[config.mk]
export PLATFORM = sky130hd
export DESIGN_NAME = fetch_unit
export DESIGN_NICKNAME = d
export VERILOG_FILES = /design/src/rtl/fetch_unit.sv
export SDC_FILE = /design/constraint.sdc
export NUM_CORES = 1
export LEC_CHECK = 0
export CAP_MARGIN = 20
export CORE_AREA = 5 5 132 134
export CTS_BUF_LIST = sky130_fd_sc_hd__clkbuf_4
export CTS_CLUSTER_DIAMETER = 80
export DETAILED_ROUTE_END_ITERATION = 10
export DIE_AREA = 0 0 137 139
export GPL_TIMING_DRIVEN = 1
export PLACE_DENSITY = 0.89
export SYNTH_ARGS = -nofsm -noshare
export SYNTH_HDL_FRONTEND = slang
export SYNTH_SLANG_ARGS = --single-unit
[constraint.sdc]
create_clock -name clk -period 7.2 [get_ports clk]
set_clock_uncertainty 0.2 [all_clocks]
set_input_delay 0.72 -clock clk [delete_from_list [all_inputs] [get_ports clk]]
set_output_delay 0.72 -clock clk [all_outputs]
set_load 0.005 [all_outputs]
[src/rtl/fetch_unit.sv]
// Instruction-fetch stage: owns the word-addressed PC, captures the
// combinational instruction-memory word into a small FIFO feeding decode,
// and handles redirects, syscall stalls, window faults and delivery counting.
module fetch_unit #(
  parameter logic [29:0] RESET_PC  = 30'h00100000,
  parameter logic [29:0] IMEM_LAST = 30'h00100100,
  parameter int          DEPTH     = 2
) (
  input  logic                     clk,
  input  logic                     reset,
  output logic [29:0]              pc,
  input  logic [31:0]              inst_in,
  output logic                     id_valid,
  input  logic                     id_ready,
  output logic [31:0]              id_inst,
  output logic [29:0]              id_pc,
  input  logic                     redirect_valid,
  input  logic [29:0]              redirect_pc,
  input  logic                     sys_done,
  output logic                     fetch_fault,
  output logic [$clog2(DEPTH):0]   occupancy,
  output logic [31:0]              inst_count
);

  localparam int PW = $clog2(DEPTH);
  localparam logic [PW:0] FULL_CNT = (PW+1)'(DEPTH);

  typedef enum logic [1:0] {
    ST_FETCH    = 2'd0,
    ST_SYS_WAIT = 2'd1,
    ST_FAULT    = 2'd2
  } state_t;

  state_t        state_q, state_d;
  logic [29:0]   pc_q, pc_d;
  logic [PW-1:0] rd_ptr_q, rd_ptr_d;
  logic [PW-1:0] wr_ptr_q, wr_ptr_d;
  logic [PW:0]   count_q, count_d;
  logic          fault_q, fault_d;
  logic [31:0]   icount_q, icount_d;

  logic [31:0]   inst_mem [DEPTH];
  logic [29:0]   pc_mem   [DEPTH];

  logic          push;
  logic          pop;
  logic          in_window;
  logic          is_syscall;
  logic          head_valid;

  assign in_window  = (pc_q >= RESET_PC) && (pc_q <= IMEM_LAST);
  assign is_syscall = (inst_in[31:26] == 6'd0) && (inst_in[5:0] == 6'h0C);
  assign head_valid = (count_q != '0);

  // Next-state, push/pop decisions and FIFO bookkeeping; redirect overrides everything.
  always_comb begin
    state_d  = state_q;
    pc_d     = pc_q;
    fault_d  = fault_q;
    rd_ptr_d = rd_ptr_q;
    wr_ptr_d = wr_ptr_q;
    count_d  = count_q;
    icount_d = icount_q;
    push     = 1'b0;
    pop      = 1'b0;

    if (redirect_valid) begin
      state_d  = ST_FETCH;
      pc_d     = redirect_pc;
      fault_d  = 1'b0;
      rd_ptr_d = '0;
      wr_ptr_d = '0;
      count_d  = '0;
    end else begin
      pop = head_valid && id_ready;

      unique case (state_q)
        ST_FETCH: begin
          if (!in_window) begin
            state_d = ST_FAULT;
            fault_d = 1'b1;
          end else if ((count_q != FULL_CNT) || pop) begin
            push = 1'b1;
            pc_d = pc_q + 30'd1;
            if (is_syscall) begin
              state_d = ST_SYS_WAIT;
            end
          end
        end
        ST_SYS_WAIT: begin
          if (sys_done) begin
            state_d = ST_FETCH;
          end
        end
        ST_FAULT: begin
          state_d = ST_FAULT;
        end
        default: begin
          state_d = ST_FETCH;
        end
      endcase

      if (pop) begin
        rd_ptr_d = rd_ptr_q + PW'(1);
        icount_d = icount_q + 32'd1;
      end
      if (push) begin
        wr_ptr_d = wr_ptr_q + PW'(1);
      end
      case ({push, pop})
        2'b10:   count_d = count_q + 1'b1;
        2'b01:   count_d = count_q - 1'b1;
        default: count_d = count_q;
      endcase
    end
  end

  // Control and status registers, cleared asynchronously.
  always_ff @(posedge clk or posedge reset) begin
    if (reset) begin
      state_q  <= ST_FETCH;
      pc_q     <= RESET_PC;
      rd_ptr_q <= '0;
      wr_ptr_q <= '0;
      count_q  <= '0;
      fault_q  <= 1'b0;
      icount_q <= '0;
    end else begin
      state_q  <= state_d;
      pc_q     <= pc_d;
      rd_ptr_q <= rd_ptr_d;
      wr_ptr_q <= wr_ptr_d;
      count_q  <= count_d;
      fault_q  <= fault_d;
      icount_q <= icount_d;
    end
  end

  // FIFO storage; contents need no reset because the head is masked when empty.
  always_ff @(posedge clk) begin
    if (push) begin
      inst_mem[wr_ptr_q] <= inst_in;
      pc_mem[wr_ptr_q]   <= pc_q;
    end
  end

  assign pc          = pc_q;
  assign id_valid    = head_valid;
  assign id_inst     = head_valid ? inst_mem[rd_ptr_q] : 32'd0;
  assign id_pc       = head_valid ? pc_mem[rd_ptr_q]   : 30'd0;
  assign fetch_fault = fault_q;
  assign occupancy   = count_q;
  assign inst_count  = icount_q;

endmodule

# After elaboration in Yosys (flattened, before gate mapping)
# Memory sizes are Yosys's and may differ from the RTL's.
# Cells that the tools add are included.
[totals]
romBits = 0
regBits = 69
mem_count = 2
ramBits = 124
elab_cells = 73
latch_bits = 0
out_inout_bits = 128
inputBits = 67
[op_classes]
bitwise_logic = 1
eq_ne = 10
add_sub_neg = 6
muxes = 28
n_mul = 0
n_lt_le_gt_ge = 2
n_reduce_logical = 17
n_div = 0
shift = 0
[mem_list]
columns = ["name", "words", "word_bits", "rd", "rd_ports_with_merged_regs", "write_ports", "line", "source"]
rows = [
  ["inst_mem", 2, 32, 1, 0, 1, "42", "logic [31:0] inst_mem [DEPTH];"],
  ["pc_mem", 2, 30, 1, 0, 1, "43", "logic [29:0] pc_mem [DEPTH];"],
]
[ops]
columns = ["op", "count"]
rows = [
  ["30-bit 2-to-1 mux", 5],
  ["32-bit by 1-bit adder with 32-bit output, second input constant", 1],
  ["32-bit 2-to-1 mux", 1],
  ["30-bit by 1-bit adder with 30-bit output, second input constant", 1],
  ["30-bit by 21-bit greater-or-equal comparator with 1-bit output, second input constant", 1],
  ["30-bit by 21-bit less-or-equal comparator with 1-bit output, second input constant", 1],
  ["1-bit 2-to-1 mux", 14],
  ["2-bit 2-to-1 mux", 6],
  ["2-bit nonzero test", 6],
  ["4-bit != test, second input constant", 2],
  ["6-bit by 4-bit == test with 1-bit output, second input constant", 1],
  ["6-bit logical NOT", 1],
  ["2-bit one-hot mux with 3 select lines", 1],
  ["3-bit AND reduction", 2],
  ["2-bit by 1-bit == test with 1-bit output, second input constant", 2],
  ["2-bit == test, second input constant", 2],
  ["2-bit != test, second input constant", 2],
  ["2-bit one-hot mux with 2 select lines", 1],
  ["2-bit AND reduction", 2],
  ["1-bit logical AND", 3],
  ["3-bit != test, second input constant", 1],
  ["3-bit nonzero test", 1],
  ["1-bit adder, second input constant", 2],
  ["2-bit by 1-bit adder with 2-bit output, second input constant", 1],
  ["4 further kinds", 4],
]

# Depth between registers and ports, before layout
[depth]
depth_word = 10
depth_mapped = 8
mapped_depth_nobuf = 7

# Worst setup path before layout
# OpenSTA, ideal clock, no wires.
[synth_path]
path_kind = "reg-to-reg"
startpoint = "reg pc_q[5], in the netlist pc[5]"
endpoint = "mem inst_mem[0][0], enable pin"
setup_time_ps = 483
synth_period_minus_slack_ps = 5051
stages_incl_launch_ff = 7
path_buffers = 1
slack_ps = 2149
required_time_ps = 6517
t_arrival_ps = 4368
cell_sequence = "dfrtp_1 > or4_4 > o41ai_4 > and4_1 > buf_2 > nand2_1 > nor2_1"
[synth_via]
elab_chain_cells = 8
elab_cells_between_ends = 9
cone_classes = "2 x order compare; 6 x mux; 1 x reduce/logical"
[synth_lines]
columns = ["item", "line", "source"]
rows = [
  ["start: declaration", "35", "logic [29:0] pc_q, pc_d;"],
  ["start signal: assignment", "130", "pc_q <= pc_d;"],
  ["30-bit by 21-bit greater-or-equal comparator with 1-bit output or 30-bit by 21-bit less-or-equal comparator with 1-bit output (tied branches)", "51", "assign in_window = (pc_q >= RESET_PC) && (pc_q <= IMEM_LAST);"],
  ["1-bit logical AND (*)", "51", ""],
  ["1-bit 2-to-1 mux (*)", "79", "if (!in_window) begin"],
  ["1-bit 2-to-1 mux (*)", "77", "unique case (state_q)"],
  ["1-bit 2-to-1 mux (*) (2 in series)", "67", "if (redirect_valid) begin"],
  ["1-bit 2-to-1 mux (*)", "141", "if (push) begin"],
  ["1-bit 2-to-1 mux (implied by the code) (*)", "142", "inst_mem[wr_ptr_q] <= inst_in;"],
  ["end: declaration", "42", ""],
]
# Every way passes the cells marked *; elsewhere a longest branch is shown, timed or not. The select of a mux whose other input is x is not followed.

# Worst setup path in the final report
[layout_path]
startpoint = "reg pc_q[5], in the netlist pc[5]"
endpoint = "mem pc_mem[0][4], enable pin"
[layout_via]
elab_chain_cells = 8
elab_cells_between_ends = 9
cone_classes = "2 x order compare; 6 x mux; 1 x reduce/logical"
[layout_lines]
columns = ["item", "line", "source"]
rows = [
  ["30-bit by 21-bit greater-or-equal comparator with 1-bit output or 30-bit by 21-bit less-or-equal comparator with 1-bit output (tied branches)", "51", ""],
  ["1-bit logical AND (*)", "51", ""],
  ["1-bit 2-to-1 mux (*)", "79", ""],
  ["1-bit 2-to-1 mux (*)", "77", ""],
  ["1-bit 2-to-1 mux (*) (2 in series)", "67", ""],
  ["1-bit 2-to-1 mux (*)", "141", ""],
  ["1-bit 2-to-1 mux (implied by the code) (*)", "143", "pc_mem[wr_ptr_q] <= pc_q;"],
  ["end: declaration", "43", ""],
]
# Marked as above.

==> run metrics <==
iteration count of the initial detailed-routing pass=5; Area Growth Syn to Fin=30.7%; WL final=18,000 µm; core area=16,200 µm²; non-filler cells, final=983; syn_area_per_cell=14.2 µm²; ys async rst share=35.8%; Gate power share=6.9%; clock power share=27.5%; Switching Power=414 µW; Synth Flop Type=edfxtp_1; cell area after placement=10,100 µm²; RSZ-0062 raised after global routing=false; Reg2Reg Capture Point=pc_mem[0][4]; Vias/cell=5.20; CTS tree=done; flop2flop setup slack=3.47 ns; top-count cell post-synth=edfxtp_1; crit path time final=3.73 ns; slowest stage delay, CP=0.61 ns; Post-synth EDFFs=124; Sink Count=193; Remaining DRCs=0; clock tree root driver cell=clkbuf_4; design area=10,300 µm²; hold-critical path depth=1; area leader, netlist=edfxtp_1; period utilization=51.8%; clock buffer depth=2; CTS resizes=0; Sequential Power Share=65.6%; Final Hold Fails=0; Post-Synthesis Cells=554; full die area=19,000 µm²; r2r worst-path depth=6; # nets final=821; Post-Syn Area=7890 µm²; Syn. warnings=0; largest net degree at the start of global routing=70; synth cell count leaders=edfxtp_1 (124), nor2_1 (95), dfrtp_1 (68), mux2i_1 (64), mux2_2 (22); layout cells sized above 1=9.58%; Starting Density=48.8%; mean routed wirelength per cell=18.3 µm; Internal Power=1.46 mW; Die X=137 µm; Synth cell types=45; initial antenna violation count=1; P per Cell Area=182 nW/µm²; final setup margin=3.47 ns; Hold Crit Class=register to register; peak supply drop=0.0000880 V; status=completed; # rows=47; Crit-path slowest cell=buf_4; top cells by area in the synthesized netlist=edfxtp_1 (47%), dfrtp_1 (22%), mux2i_1 (8.1%), nor2_1 (4.5%), mux2_2 (3.1%); CTS Buf Count=17; Max transition margin=26.6%; first-pass GRT wire length=28,300 µm; Worst R2R Start=pc[5]; crit path cell chain=or4_4, o41ai_4, and4_1, nand2_1, nor2_4, buf_4; Max Cap Violations=0; detailed placer's ending HPWL=12,600 µm; total power=1.87 mW; Placer Congestion=0.841; number of fill cells=1,177; Hold Buf Count CTS=0; number of global-route vias before repair=5,220; 1st-iter DRT viols=335; crit-path max FO=44; crit path kind=register to register; endpoint class of the critical path=register; die height=139 µm; WP buf/inv=1; Yosys reg bits=193; WHS=0.294 ns; Setup WS pre-CTS=3.31 ns; Arr. time, crit path=3.73 ns; Hold Path End=inst_count[31]; placed cells=952; global route overflow=0; buffers added on ports=194; H-tree depth=4; clk slew on worst S/H paths=0.15 ns; crit-path leading delay family=simple AND/OR/NAND/NOR gates; Worst-Margin Slew=1.10 ns; Routed Antenna Nets=0; Syn Nets=624; Yosys top cell area share=47.2%; Sw Share=22.1%; final setup violating endpoints=0; register area share after synthesis=69.1%; Worst Setup Start Kind=register; Worst-Skew Late Latency=0.56 ns; Final Util=63.7%; hold path start=inst_count[31]; total setup buffers inserted after CTS=0; via count=5,114; Leakage=3.63 nW; Setup TNS=0 ns; highest clock rate=0.268 GHz; CP Data Required Time=7.20 ns; GR Util All Layers=19.2%; I/O pins=195; Pins Over Slew Limit=0
flip-flops by register name, indices dropped and copies added, names as in the netlist:
register	count
rd_ptr_q	1
pc_mem	60
pc	30
fetch_fault	1
inst_count	32
occupancy	2
inst_mem	64
state_q	2
wr_ptr_q	1
final cells by class:
class / count / area, µm² / share of cell area, %
Clock inverter: 10 / 90.1 / 0.874
Timing Repair Buffer: 199 / 1970 / 19.2
Antenna cell: 1 / 2.50 / 0.0243
Clock buffer: 20 / 150 / 1.46
Inverter: 15 / 56.3 / 0.546
Multi-Input combinational cell: 325 / 2300 / 22.3
Tap cell: 220 / 275 / 2.67
Sequential cell: 193 / 5460 / 52.9
layer usage:
| layer | GRT usage (%) | wire (µm) | vias up |
|---|---|---|---|
| met3 | 7.29 | 1770 | 27 |
| met2 | 30.2 | 8540 | 209 |
| met4 | 6.25 | 433 | 0 |
| li1 | - | - | 2392 |
| met5 | 0 | 0 | - |
| met1 | 24.8 | 7260 | 2486 |
power groups by stage:
stage | logic (mW) | clock network (mW) | registers, mW
final | 0.129 | 0.516 | 1.23
after global routing | 0.138 | 0.586 | 1.23
after CTS | 0.130 | 0.532 | 1.23
after detailed placement | 0.130 | 0 | 1.25
after global placement | 0.127 | 0 | 1.25
after floorplan | 0.0390 | 0 | 1.25
worst register-to-register path: cells and delay by family, from the launching register on:
kind	cells	cell delay (ns)
DFF	1	0.48
buffers and inverters	1	0.62
AOI/OAI and AO/OA	1	0.37
and+or+nand+nor	4	1.68
layout by cell type, fill, tap and decap left out, types with 3 or more instances in the layout:
| cell type | Yosys | routed |
|---|---|---|
| dfrtp_1 | 68 | 67 |
| xnor2_1 | 20 | 20 |
| and4_1 | 5 | 5 |
| nand2_1 | 15 | 15 |
| clkbuf_4 | 1 | 20 |
| nand4_1 | 12 | 12 |
| clkdlybuf4s50_1 | 0 | 193 |
| buf_4 | 0 | 5 |
| and3_1 | 4 | 3 |
| nand3_1 | 15 | 15 |
| inv_1 | 14 | 13 |
| xor2_1 | 15 | 15 |
| ha_1 | 3 | 3 |
| a31oi_1 | 5 | 5 |
| nor4_1 | 3 | 3 |
| mux2_2 | 22 | 22 |
| edfxtp_1 | 124 | 124 |
| nor3_1 | 10 | 10 |
| clkinvlp_4 | 0 | 4 |
| or3_1 | 5 | 5 |
| o21ai_1 | 3 | 3 |
| nor2_1 | 95 | 93 |
| o21ai_0 | 7 | 7 |
| mux2i_1 | 64 | 64 |
worst max path at each step:
stage / from / endpoint / slack, ns / depth (start not counted)
after floorplan: pc[5] / inst_mem[0][0] / 2.15 / 6
after global placement: id_ready / inst_mem[0][10] / 3.42 / 7
after detailed placement: id_ready / inst_mem[0][10] / 3.31 / 7
after CTS: rd_ptr_q / id_pc[0] / 3.43 / 3
after global routing: pc[5] / pc_mem[0][3] / 3.34 / 6
final: pc[5] / pc_mem[0][4] / 3.47 / 6
cells by family after synthesis:
logic type | Yosys count | share of synthesized area [%]
AOI/OAI and AO/OA | 23 | 2.19
xor gates and xnor gates | 35 | 3.89
adders and majority gates | 3 | 0.476
buffers and inverters | 36 | 1.87
DFF | 193 | 69.1
muxes | 86 | 11.3
and+or+nand+nor | 178 | 11.2
Note: power is estimated with default switching activity, not from simulation.
